$ cat src/rtl/vfp_pkg.sv
// Shared types and defaults for the vector floating-point multiplier.
// Lane classification, status flag bundle and exponent bias helper.
package vfp_pkg;

  localparam int EXP_W_DEF = 5;
  localparam int MAN_W_DEF = 10;
  localparam int WIDTH_DEF = 1 + EXP_W_DEF + MAN_W_DEF;

  typedef enum logic [1:0] {
    ZERO,
    NORM,
    INF,
    NAN
  } lane_cls_e;

  typedef struct packed {
    logic v;
    logic u;
    logic n;
    logic z;
  } vfp_flags_t;

  function automatic int vfp_bias(input int exp_w);
    return (1 << (exp_w - 1)) - 1;
  endfunction

endpackage

$ cat src/rtl/vfp_mul_lane.sv
// One lane of the vector FP multiplier: a 3-stage datapath that only moves
// when the shared advance enable is high, so a stall freezes every stage.
module vfp_mul_lane
  import vfp_pkg::*;
#(
  parameter int EXP_W = EXP_W_DEF,
  parameter int MAN_W = MAN_W_DEF
) (
  input  logic                 clk,
  input  logic                 rst_n,
  input  logic                 adv_i,
  input  logic                 en_i,
  input  logic [EXP_W+MAN_W:0] a_i,
  input  logic [EXP_W+MAN_W:0] b_i,
  output logic [EXP_W+MAN_W:0] res_o,
  output vfp_flags_t           flags_o
);

  localparam int W  = 1 + EXP_W + MAN_W;
  localparam int PW = 2 * MAN_W + 2;
  localparam int XW = EXP_W + 2;
  localparam logic [XW-1:0]    BIAS_X   = XW'(vfp_bias(EXP_W));
  localparam logic [MAN_W-1:0] QNAN_MAN = {1'b1, {(MAN_W - 1){1'b0}}};

  // Denormals (exp == 0) are flushed and treated as zero.
  function automatic lane_cls_e classify(input logic [EXP_W-1:0] e,
                                         input logic [MAN_W-1:0] m);
    if (e == '0) return ZERO;
    if (e == '1) return (m == '0) ? INF : NAN;
    return NORM;
  endfunction

  // ---------------- S1: unpack, classify, product, exponent sum
  lane_cls_e       cls_a1_d, cls_b1_d, cls_a1_q, cls_b1_q;
  logic [PW-1:0]   prod1_d, prod1_q;
  logic [XW-1:0]   esum1_d, esum1_q;
  logic            en1_q, sign1_q;

  assign cls_a1_d = classify(a_i[W-2:MAN_W], a_i[MAN_W-1:0]);
  assign cls_b1_d = classify(b_i[W-2:MAN_W], b_i[MAN_W-1:0]);
  assign prod1_d  = PW'({1'b1, a_i[MAN_W-1:0]}) * PW'({1'b1, b_i[MAN_W-1:0]});
  // Two's complement in XW bits covers the whole e1+e2-bias(+1) range.
  assign esum1_d  = XW'(a_i[W-2:MAN_W]) + XW'(b_i[W-2:MAN_W]) - BIAS_X;

  // NOTE: sequential state uses non-blocking assignments so every register
  // samples the pre-edge values, independent of statement order.
  always_ff @(posedge clk or negedge rst_n) begin
    if (!rst_n) begin
      en1_q    <= 1'b0;
      sign1_q  <= 1'b0;
      cls_a1_q <= ZERO;
      cls_b1_q <= ZERO;
      prod1_q  <= '0;
      esum1_q  <= '0;
    end else if (adv_i) begin
      en1_q    <= en_i;
      sign1_q  <= a_i[W-1] ^ b_i[W-1];
      cls_a1_q <= cls_a1_d;
      cls_b1_q <= cls_b1_d;
      prod1_q  <= prod1_d;
      esum1_q  <= esum1_d;
    end
  end

  // ---------------- S2: normalise, overflow/underflow detect
  logic             shift;
  logic [XW-1:0]    enorm;
  logic [MAN_W-1:0] man2_d, man2_q;
  logic [EXP_W-1:0] exp2_q;
  logic             ovf2_d, unf2_d, ovf2_q, unf2_q;
  logic             en2_q, sign2_q;
  lane_cls_e        cls_a2_q, cls_b2_q;

  assign shift  = prod1_q[PW-1];
  assign man2_d = shift ? prod1_q[PW-2:MAN_W+1] : prod1_q[PW-3:MAN_W];
  assign enorm  = esum1_q + XW'(shift);
  assign ovf2_d = !enorm[XW-1] && (enorm[XW-2:0] >= {1'b0, {EXP_W{1'b1}}});
  assign unf2_d = enorm[XW-1] || (enorm == '0);

  always_ff @(posedge clk or negedge rst_n) begin
    if (!rst_n) begin
      en2_q    <= 1'b0;
      sign2_q  <= 1'b0;
      cls_a2_q <= ZERO;
      cls_b2_q <= ZERO;
      man2_q   <= '0;
      exp2_q   <= '0;
      ovf2_q   <= 1'b0;
      unf2_q   <= 1'b0;
    end else if (adv_i) begin
      en2_q    <= en1_q;
      sign2_q  <= sign1_q;
      cls_a2_q <= cls_a1_q;
      cls_b2_q <= cls_b1_q;
      man2_q   <= man2_d;
      exp2_q   <= enorm[EXP_W-1:0];
      ovf2_q   <= ovf2_d;
      unf2_q   <= unf2_d;
    end
  end

  // ---------------- S3: special-case select, pack, flags
  logic [W-1:0] res_d, res_q;
  vfp_flags_t   flags_d, flags_q;
  logic         any_nan, any_inf, any_zero;

  assign any_nan  = (cls_a2_q == NAN)  || (cls_b2_q == NAN);
  assign any_inf  = (cls_a2_q == INF)  || (cls_b2_q == INF);
  assign any_zero = (cls_a2_q == ZERO) || (cls_b2_q == ZERO);

  // NOTE: every output of this block gets a default first, so no path can
  // leave a value unassigned and infer a latch.
  always_comb begin
    res_d   = '0;
    flags_d = '0;
    if (!en2_q) begin
      res_d = '0;
    end else if (any_nan || (any_inf && any_zero)) begin
      res_d     = {1'b0, {EXP_W{1'b1}}, QNAN_MAN};
      flags_d.v = 1'b1;
    end else if (any_inf) begin
      res_d = {sign2_q, {EXP_W{1'b1}}, {MAN_W{1'b0}}};
    end else if (any_zero) begin
      res_d = {sign2_q, {(W - 1){1'b0}}};
    end else if (ovf2_q) begin
      res_d     = {sign2_q, {EXP_W{1'b1}}, {MAN_W{1'b0}}};
      flags_d.v = 1'b1;
    end else if (unf2_q) begin
      res_d     = {sign2_q, {(W - 1){1'b0}}};
      flags_d.u = 1'b1;
    end else begin
      res_d = {sign2_q, exp2_q, man2_q};
    end
    flags_d.n = res_d[W-1];
    flags_d.z = en2_q && (res_d[W-2:0] == '0);
  end

  always_ff @(posedge clk or negedge rst_n) begin
    if (!rst_n) begin
      res_q   <= '0;
      flags_q <= '0;
    end else if (adv_i) begin
      res_q   <= res_d;
      flags_q <= flags_d;
    end
  end

  assign res_o   = res_q;
  assign flags_o = flags_q;

endmodule

$ cat src/rtl/vector_fp_mul_pipe.sv
// Vector FP multiplier: LANES parallel 3-stage lanes sharing one valid chain
// and one global advance, with valid/ready handshaking on both sides.
module vector_fp_mul_pipe
  import vfp_pkg::*;
#(
  parameter  int EXP_W = EXP_W_DEF,
  parameter  int MAN_W = MAN_W_DEF,
  parameter  int LANES = 8,
  localparam int WIDTH = 1 + EXP_W + MAN_W
) (
  input  logic                        clk,
  input  logic                        rst_n,
  input  logic                        in_valid,
  output logic                        in_ready,
  input  logic [LANES-1:0]            lane_en,
  input  logic [LANES-1:0][WIDTH-1:0] operand1,
  input  logic [LANES-1:0][WIDTH-1:0] operand2,
  output logic                        out_valid,
  input  logic                        out_ready,
  output logic [LANES-1:0][WIDTH-1:0] out,
  output logic [LANES-1:0]            V,
  output logic [LANES-1:0]            U,
  output logic [LANES-1:0]            N,
  output logic [LANES-1:0]            Z
);

  logic [2:0] vld_d, vld_q;
  logic       adv;

  // The whole pipe moves together; it only freezes when a finished vector
  // is waiting on the consumer.
  assign adv       = !vld_q[2] || out_ready;
  assign in_ready  = adv;
  assign out_valid = vld_q[2];
  assign vld_d     = {vld_q[1:0], in_valid};

  always_ff @(posedge clk or negedge rst_n) begin
    if (!rst_n) begin
      vld_q <= '0;
    end else if (adv) begin
      vld_q <= vld_d;
    end
  end

  for (genvar g = 0; g < LANES; g++) begin : g_lane
    vfp_flags_t lane_flags;

    vfp_mul_lane #(
      .EXP_W(EXP_W),
      .MAN_W(MAN_W)
    ) u_lane (
      .clk    (clk),
      .rst_n  (rst_n),
      .adv_i  (adv),
      .en_i   (lane_en[g]),
      .a_i    (operand1[g]),
      .b_i    (operand2[g]),
      .res_o  (out[g]),
      .flags_o(lane_flags)
    );

    assign V[g] = lane_flags.v;
    assign U[g] = lane_flags.u;
    assign N[g] = lane_flags.n;
    assign Z[g] = lane_flags.z;
  end

endmodule

$ cat config.mk
export PLATFORM = sky130hd
export DESIGN_NAME = vector_fp_mul_pipe
export DESIGN_NICKNAME = d
export VERILOG_FILES = /design/src/rtl/vfp_pkg.sv /design/src/rtl/vfp_mul_lane.sv /design/src/rtl/vector_fp_mul_pipe.sv
export SDC_FILE = /design/constraint.sdc
export NUM_CORES = 2
export LEC_CHECK = 0
export ABC_AREA = 1
export BUFFER_PORTS_ARGS = -buffer_cell sky130_fd_sc_hd__buf_2
export CORE_MARGIN = 2
export CORE_UTILIZATION = 35
export CTS_BUF_LIST = sky130_fd_sc_hd__clkbuf_4 sky130_fd_sc_hd__clkbuf_8 sky130_fd_sc_hd__clkbuf_16
export CTS_CLUSTER_SIZE = 14
export DETAILED_ROUTE_END_ITERATION = 12
export SYNTH_ARGS = -nofsm -noshare
export SYNTH_HDL_FRONTEND = slang
export SYNTH_SLANG_ARGS = --single-unit
export TNS_END_PERCENT = 10
$ cat constraint.sdc
create_clock -name clk -period 4.6 [get_ports clk]
set_input_delay 0.23 -clock clk [delete_from_list [all_inputs] [get_ports clk]]
set_output_delay 0.23 -clock clk [all_outputs]
set_load 0.005 [all_outputs]
* Yosys cells after proc, flatten, opt, wreduce, memory -nomap -nowiden *
Index checks and enable logic that the tools add are counted.

word-level totals
  flip-flop bits (word level) = 627
  word-level logic and storage cells = 635
  input bits = 268

operators by class
  equality and inequality tests = 48
  magnitude comparators = 8
  add/subtract/negate cells = 24
  bitwise gates (word level) = 8
  multiply operators = 8
  muxes and demuxes = 248
  reduce and logical (&&, ||, !) cells = 138

operators with widths
  kind                 count
  $mux 15              32
  $mux 16              16
  $mul 11x11->22       8
  $mux 2               88
  $logic_not 10->1     16
  $logic_not 15->1     8
  $mux 1               104
  $eq 5x5->1 const B   16
  $logic_not 5->1      16
  $mux 10              8
  $eq 2x2->1 const B   32
  $add 7x1->7          8
  $logic_not 7->1      8
  $sub 7x4->7 const B  8
  $add 5x5->6          8
  $ge 6x5->1 const B   8
  $logic_or 1x1->1     41
  $logic_not 2->1      16
  $logic_and 1x1->1    24
  $logic_not 1->1      9
  $xor 1x1->1          8

* Depth between registers and ports, before layout *
  word-level depth = 8
  mapped depth = 24
  mapped depth without buffers = 23

* Modules after synthesis *
A second synthesis with hierarchy kept.

second synthesis, totals
  cells, all modules = 7,723
  area, all modules = 59,040.4 um2

by module, submodules not included
  module                               seq. area each (um2)  cells each  area each (um2)  instances
  vfp_mul_lane (g_lane[3].u_lane ...)  1,676.6               964         7,354.6          2
  vfp_mul_lane (g_lane[7].u_lane)      1,676.6               961         7,414.6          1
  vfp_mul_lane (g_lane[2].u_lane)      1,676.6               963         7,373.3          1
  vfp_mul_lane (g_lane[5].u_lane)      1,676.6               965         7,373.3          1
  vfp_mul_lane (g_lane[0].u_lane)      1,676.6               968         7,359.6          1
  vfp_mul_lane (g_lane[1].u_lane)      1,676.6               962         7,354.6          1
  vfp_mul_lane (g_lane[6].u_lane)      1,676.6               963         7,338.3          1
  vector_fp_mul_pipe                   75.1                  13          117.6            1

* Worst setup path after synthesis *
OpenSTA, ideal clock, no wires.

  path type = input to register
  start = in operand2[82] in the netlist's numbering
  end = reg g_lane[5].u_lane.prod1_q[16]
  library setup time = 117 ps
  slack = 150 ps
  arrival time = 4,333 ps
  cell stages on the path = 21
  path buffers = 1
  data required time = 4,483 ps
  cell sequence = clkbuf_1 -> nand2_1 -> fa_1 -> inv_1 -> fa_1 -> inv_1 -> fa_1 -> inv_1 -> fa_1 -> inv_1 -> fa_1 -> inv_1 -> ha_1 -> a21o_1 -> nand2_1 -> nand3_1 -> a21oi_1 -> o21ai_0 -> xor2_1 -> nand2_1 -> nand2_1

on the way
  word-level cells in the longest chain between the ends = 1

RTL lines
  item                    RTL line                  text
  start: declaration      vector_fp_mul_pipe.sv:17  input logic [LANES-1:0][WIDTH-1:0] operand2,
  $mul 11x11->22          vfp_mul_lane.sv:41        assign prod1_d = PW'({1'b1, a_i[MAN_W-1:0]}) * PW'({1'b1, b_i[MAN_W-1:0]});
  end signal: assignment  vfp_mul_lane.sv:60        prod1_q <= prod1_d;
  end: declaration        vfp_mul_lane.sv:35        logic [PW-1:0] prod1_d, prod1_q;

No other way between the ends.
A chain may end at the register's enable or synchronous reset.

* Final worst setup path *
  start = in operand2[66] in the netlist's numbering
  end = reg g_lane[4].u_lane.prod1_q[12]

on the way
  word-level cells in the longest chain between the ends = 1

RTL lines
  item                    RTL line
  $mul 11x11->22          vfp_mul_lane.sv:41
  end signal: assignment  vfp_mul_lane.sv:60
  end: declaration        vfp_mul_lane.sv:35

No other way between the ends.

==> results.yml <==
outcome:
  status: "complete, no violations"
floorplan:
  initial_utilization: 0.3525
  core_region_area_um2: 167200
  floorplan.rows: 150
  die_y_um: 414.4
  top_level_ports: 430
  dieArea_um2: 171700
  floorplan.die.width_um: 414.4
worst_setup_path:
  critPathCaptureType: "flip-flop"
  slowest_stage: "sky130_fd_sc_hd__fa_1"
  worst_setup_path_startpoint: "operand2[66]"
  critical_path_required_ps: 5130
  path_cells: "buf_2 -> nand2_1 -> fa_1 -> inv_1 -> fa_1 -> fa_1 -> fa_1 -> inv_1 -> fa_1 -> inv_1 -> ha_1 -> nand2_1 -> inv_1 -> a21oi_1 -> nand3_1 -> a21oi_1 -> o21ai_0 -> buf_4 -> o21ai_0"
  critical_register_to_register_path_startpoint: "vld_q[2]"
  crit_arrival_ps: 4570
  crit_path_max_fanout: 6
  crit_path_max_incr_delay_ps: 550
  cp_common_cell: "sky130_fd_sc_hd__fa_1"
  criticalPathCategory: "in2reg"
  worstSetupStartpointType: "input pin"
sta:
  tightestPinTransition_ps: 1053
  layout_min_cycle_time_ps: 4039
  report.final.setup_viol: 0
  timing.clock.skew_ps: 17.28
  rsz0062_at_grt: "no"
  final_number_of_hold_violating_endpoints: 0
  report.final.slew_viol_count: 0
  timing.final.crit_share: 0.8781
  timing.slew.headroom: 0.2983
  timing.setup.tns_ps: 0
  fmax_mhz: 247.6
power_and_ir_drop:
  power_switching_share: 0.5014
  power_frac_comb: 0.675
  worst_ir_drop_vdd_uv: 380.6
  switchingPower_mw: 20.04
  internal_power_mw: 19.93
  power.clock.fraction: 0.124
  sequential_power_share: 0.201
  total_power_density_per_cell_area_nw_per_um2: 596.3
  leakage_nw: 37.68
drt:
  route.antenna.remaining_nets: 0
  detailroute.via_count: 49600
  detail_route.iter0.violations: 2922
  drt-total-wl_um: 156300
  detail_route.vias_per_cell: 4.746
  routed_wire_length_per_instance_um: 14.95
  drcViolationCount: 0
  drtPass1Iterations: 5
placed_design:
  post-dp-hpwl_um: 127300
  placed_cell_area_um2: 64530
  numPortBuffers: 429
  place_congestion: 0.9062
clocking:
  cts_htree_levels: 2
  cts_num_sinks: 539
  tritoncts: "built"
  worst_setup_hold_path_clk_slew_ps: 60
  post_cts_resized: 0
  clockRootBuffer: "sky130_fd_sc_hd__clkbuf_16"
  postCtsSetupBuffers: 0
  max-clock-path-buffers: 3
  clkLatencyLatePin_ps: 630
  numCtsBuffers: 59
finish:
  layout.cells.most_common_list: "2049 x sky130_fd_sc_hd__nand2_1, 1647 x sky130_fd_sc_hd__inv_1, 640 x sky130_fd_sc_hd__fa_1, 539 x sky130_fd_sc_hd__dfrtp_1, 512 x sky130_fd_sc_hd__ha_1"
  fin_nets: 9622
  layout.cells.most_common: "sky130_fd_sc_hd__nand2_1"
  synthToLayoutAreaGrowth_pct: 13.73
  area_used_by_multi_input_combinational_logic_um2: 37740
  layout-drive-gt1-share: 0.1081
  nFillCells: 17180
  final_area_um2: 67040
  register_area_um2: 13490
global_route:
  grt_pass1_vias: 50960
  grt_max_degree: 185
  first_pass_grt_wire_length_um: 262000
  grt_overflow: 0
  groute.usage.overall: 0.1829
  antenna_found_initial: 8
synthesis:
  synth.yosys.seq_area_share: 0.2288
  synth.avg_cell_area_um2: 7.639
  yosys_warnings: 0
  synthesis.nets: 9136
  ys_types: 52
  synth_top_area_frac: 0.2288
  syn_area_um2: 58940
  netlist_instances: 7716
  leading_area_contributor_after_synthesis: "sky130_fd_sc_hd__dfrtp_1"
  synth_top_flop_cell: "sky130_fd_sc_hd__dfrtp_1"
  synthArstFlopShare: 1.000
  synthTopCellsByArea: "sky130_fd_sc_hd__dfrtp_1 23%, sky130_fd_sc_hd__fa_1 22%, sky130_fd_sc_hd__nand2_1 13%"
  synth_seq_cells: 539
  count_of_flip_flops_with_a_built_in_enable_after_synthesis: 0
min_path:
  timing.hold.worst.start: "operand1[31]"
  hold_path.class: "in2reg"
flow_run:
  drv.max_cap_violation_count: 0
## per-stage QoR
step | power [mW] | utilization | instances | setup WS (ps) | hold WS [ps]
CTS | 40.34 | 0.4009 | 10450 | 608.8 | 3.598
floorplan | 26.76 | - | 7716 | 150.0 | -65.59
global route | 44.90 | 0.4009 | 10450 | 307.8 | 21.67
detailed placement | 35.00 | 0.3859 | 10300 | -55.33 | 253.6
finish | 39.97 | 0.4009 | 10450 | 560.9 | 37.82
global placement | 34.73 | 0.3859 | 10300 | -11.04 | 250.3
## cell type report
type,instances,area share
clock buffers,79,0.02535
clock inverters,26,0.004573
flip-flops and latches,539,0.2012
multi-input cells,5187,0.5630
repair buffers,743,0.07089
well taps,2204,0.04114
diodes,2,0.00007466
inverters,1672,0.09377
## Yosys cell counts, types with 6 or more instances
cell type	number
sky130_fd_sc_hd__nand2_1	2049
sky130_fd_sc_hd__inv_1	1648
sky130_fd_sc_hd__fa_1	640
sky130_fd_sc_hd__dfrtp_1	539
sky130_fd_sc_hd__ha_1	512
sky130_fd_sc_hd__o21ai_0	487
sky130_fd_sc_hd__nand3_1	326
sky130_fd_sc_hd__nor2_1	308
sky130_fd_sc_hd__a21oi_1	261
sky130_fd_sc_hd__clkbuf_1	191
sky130_fd_sc_hd__nor3_1	96
sky130_fd_sc_hd__buf_2	95
sky130_fd_sc_hd__nor4_1	67
sky130_fd_sc_hd__nand4_1	62
sky130_fd_sc_hd__xor2_1	38
sky130_fd_sc_hd__o21a_1	35
sky130_fd_sc_hd__xnor2_1	34
sky130_fd_sc_hd__o22ai_1	29
sky130_fd_sc_hd__o211ai_1	28
sky130_fd_sc_hd__o21ai_1	28
sky130_fd_sc_hd__o21bai_1	27
sky130_fd_sc_hd__inv_2	21
sky130_fd_sc_hd__buf_4	20
sky130_fd_sc_hd__or2_2	19
sky130_fd_sc_hd__a21o_1	13
sky130_fd_sc_hd__a31oi_1	11
sky130_fd_sc_hd__nand3b_1	11
sky130_fd_sc_hd__a32o_1	10
sky130_fd_sc_hd__and2_1	10
sky130_fd_sc_hd__o31ai_1	9
sky130_fd_sc_hd__a211oi_1	8
sky130_fd_sc_hd__o21bai_2	8
sky130_fd_sc_hd__o22ai_2	7
sky130_fd_sc_hd__a21boi_0	6
sky130_fd_sc_hd__buf_1	6
sky130_fd_sc_hd__buf_6	6
## cell families after synthesis
logic type      synth area share
compound gates           0.09546
fa+ha+maj                 0.3261
simple gates              0.2081
buf+inv                   0.1308
xor+xnor                 0.01070
flops                     0.2288
## worst max-delay path: cells and delay by family
kind	cells	cell delay [ps]
compound gates	4	520
buf+inv	6	530
fa+ha+maj	6	2850
simple gates	3	430
## what timing repair did
action | 4_1_cts | 5_1_grt
hold buffers | 50 | 0
setup endpoints to repair | 0 | 0
endpoints found under the hold margin | 90 | 0
## flip-flops by register name, summed over array words and instances (netlist names)
| name | flops |
|---|---|
| g_lane.u_lane.cls_b2_q | 16 |
| g_lane.u_lane.exp2_q | 40 |
| g_lane.u_lane.res_o | 120 |
| g_lane.u_lane.prod1_q | 96 |
| g_lane.u_lane.flags_o | 32 |
| g_lane.u_lane.cls_b1_q | 16 |
| g_lane.u_lane.unf2_q | 8 |
| g_lane.u_lane.sign2_q | 8 |
| g_lane.u_lane.ovf2_q | 8 |
| vld_q | 3 |
| g_lane.u_lane.en1_q | 8 |
| g_lane.u_lane.en2_q | 8 |
| g_lane.u_lane.esum1_q | 56 |
| g_lane.u_lane.cls_a2_q | 16 |
| g_lane.u_lane.cls_a1_q | 16 |
| g_lane.u_lane.man2_q | 80 |
| g_lane.u_lane.sign1_q | 8 |
## power groups by stage
stage,Sequential [mW],Clock (mW),Combinational (mW)
6_report,8.02,4.96,27.0
5_1_grt,8.24,5.29,31.4
4_1_cts,8.03,5.11,27.2
3_5_place_dp,8.09,0,26.9
3_3_place_gp,8.07,0,26.7
2_1_floorplan,7.50,0,19.3
## routing by layer
| layer | up-vias | global-route usage | wire, um |
|---|---|---|---|
| li1 | 24680 | - | - |
| met1 | 23800 | 0.2446 | 71140 |
| met2 | 931 | 0.3115 | 73980 |
| met3 | 189 | 0.01881 | 6130 |
| met4 | 2 | 0.05463 | 5013 |
| met5 | - | 0 | 13 |
## final timing paths
kind | end | slack, ps | cells past startpoint
min | g_lane[1].u_lane.sign1_q | 40 | 3
min reg2reg | g_lane[5].u_lane.sign2_q | 470 | 2
min in group asynchronous | g_lane[6].u_lane.prod1_q[12] | 140 | 2
max reg2reg | g_lane[5].u_lane.prod1_q[12] | 2030 | 7
max in group asynchronous | g_lane[1].u_lane.esum1_q[3] | 3040 | 3
max | g_lane[4].u_lane.prod1_q[12] | 560 | 19
Power figures use the tool's default switching activity.
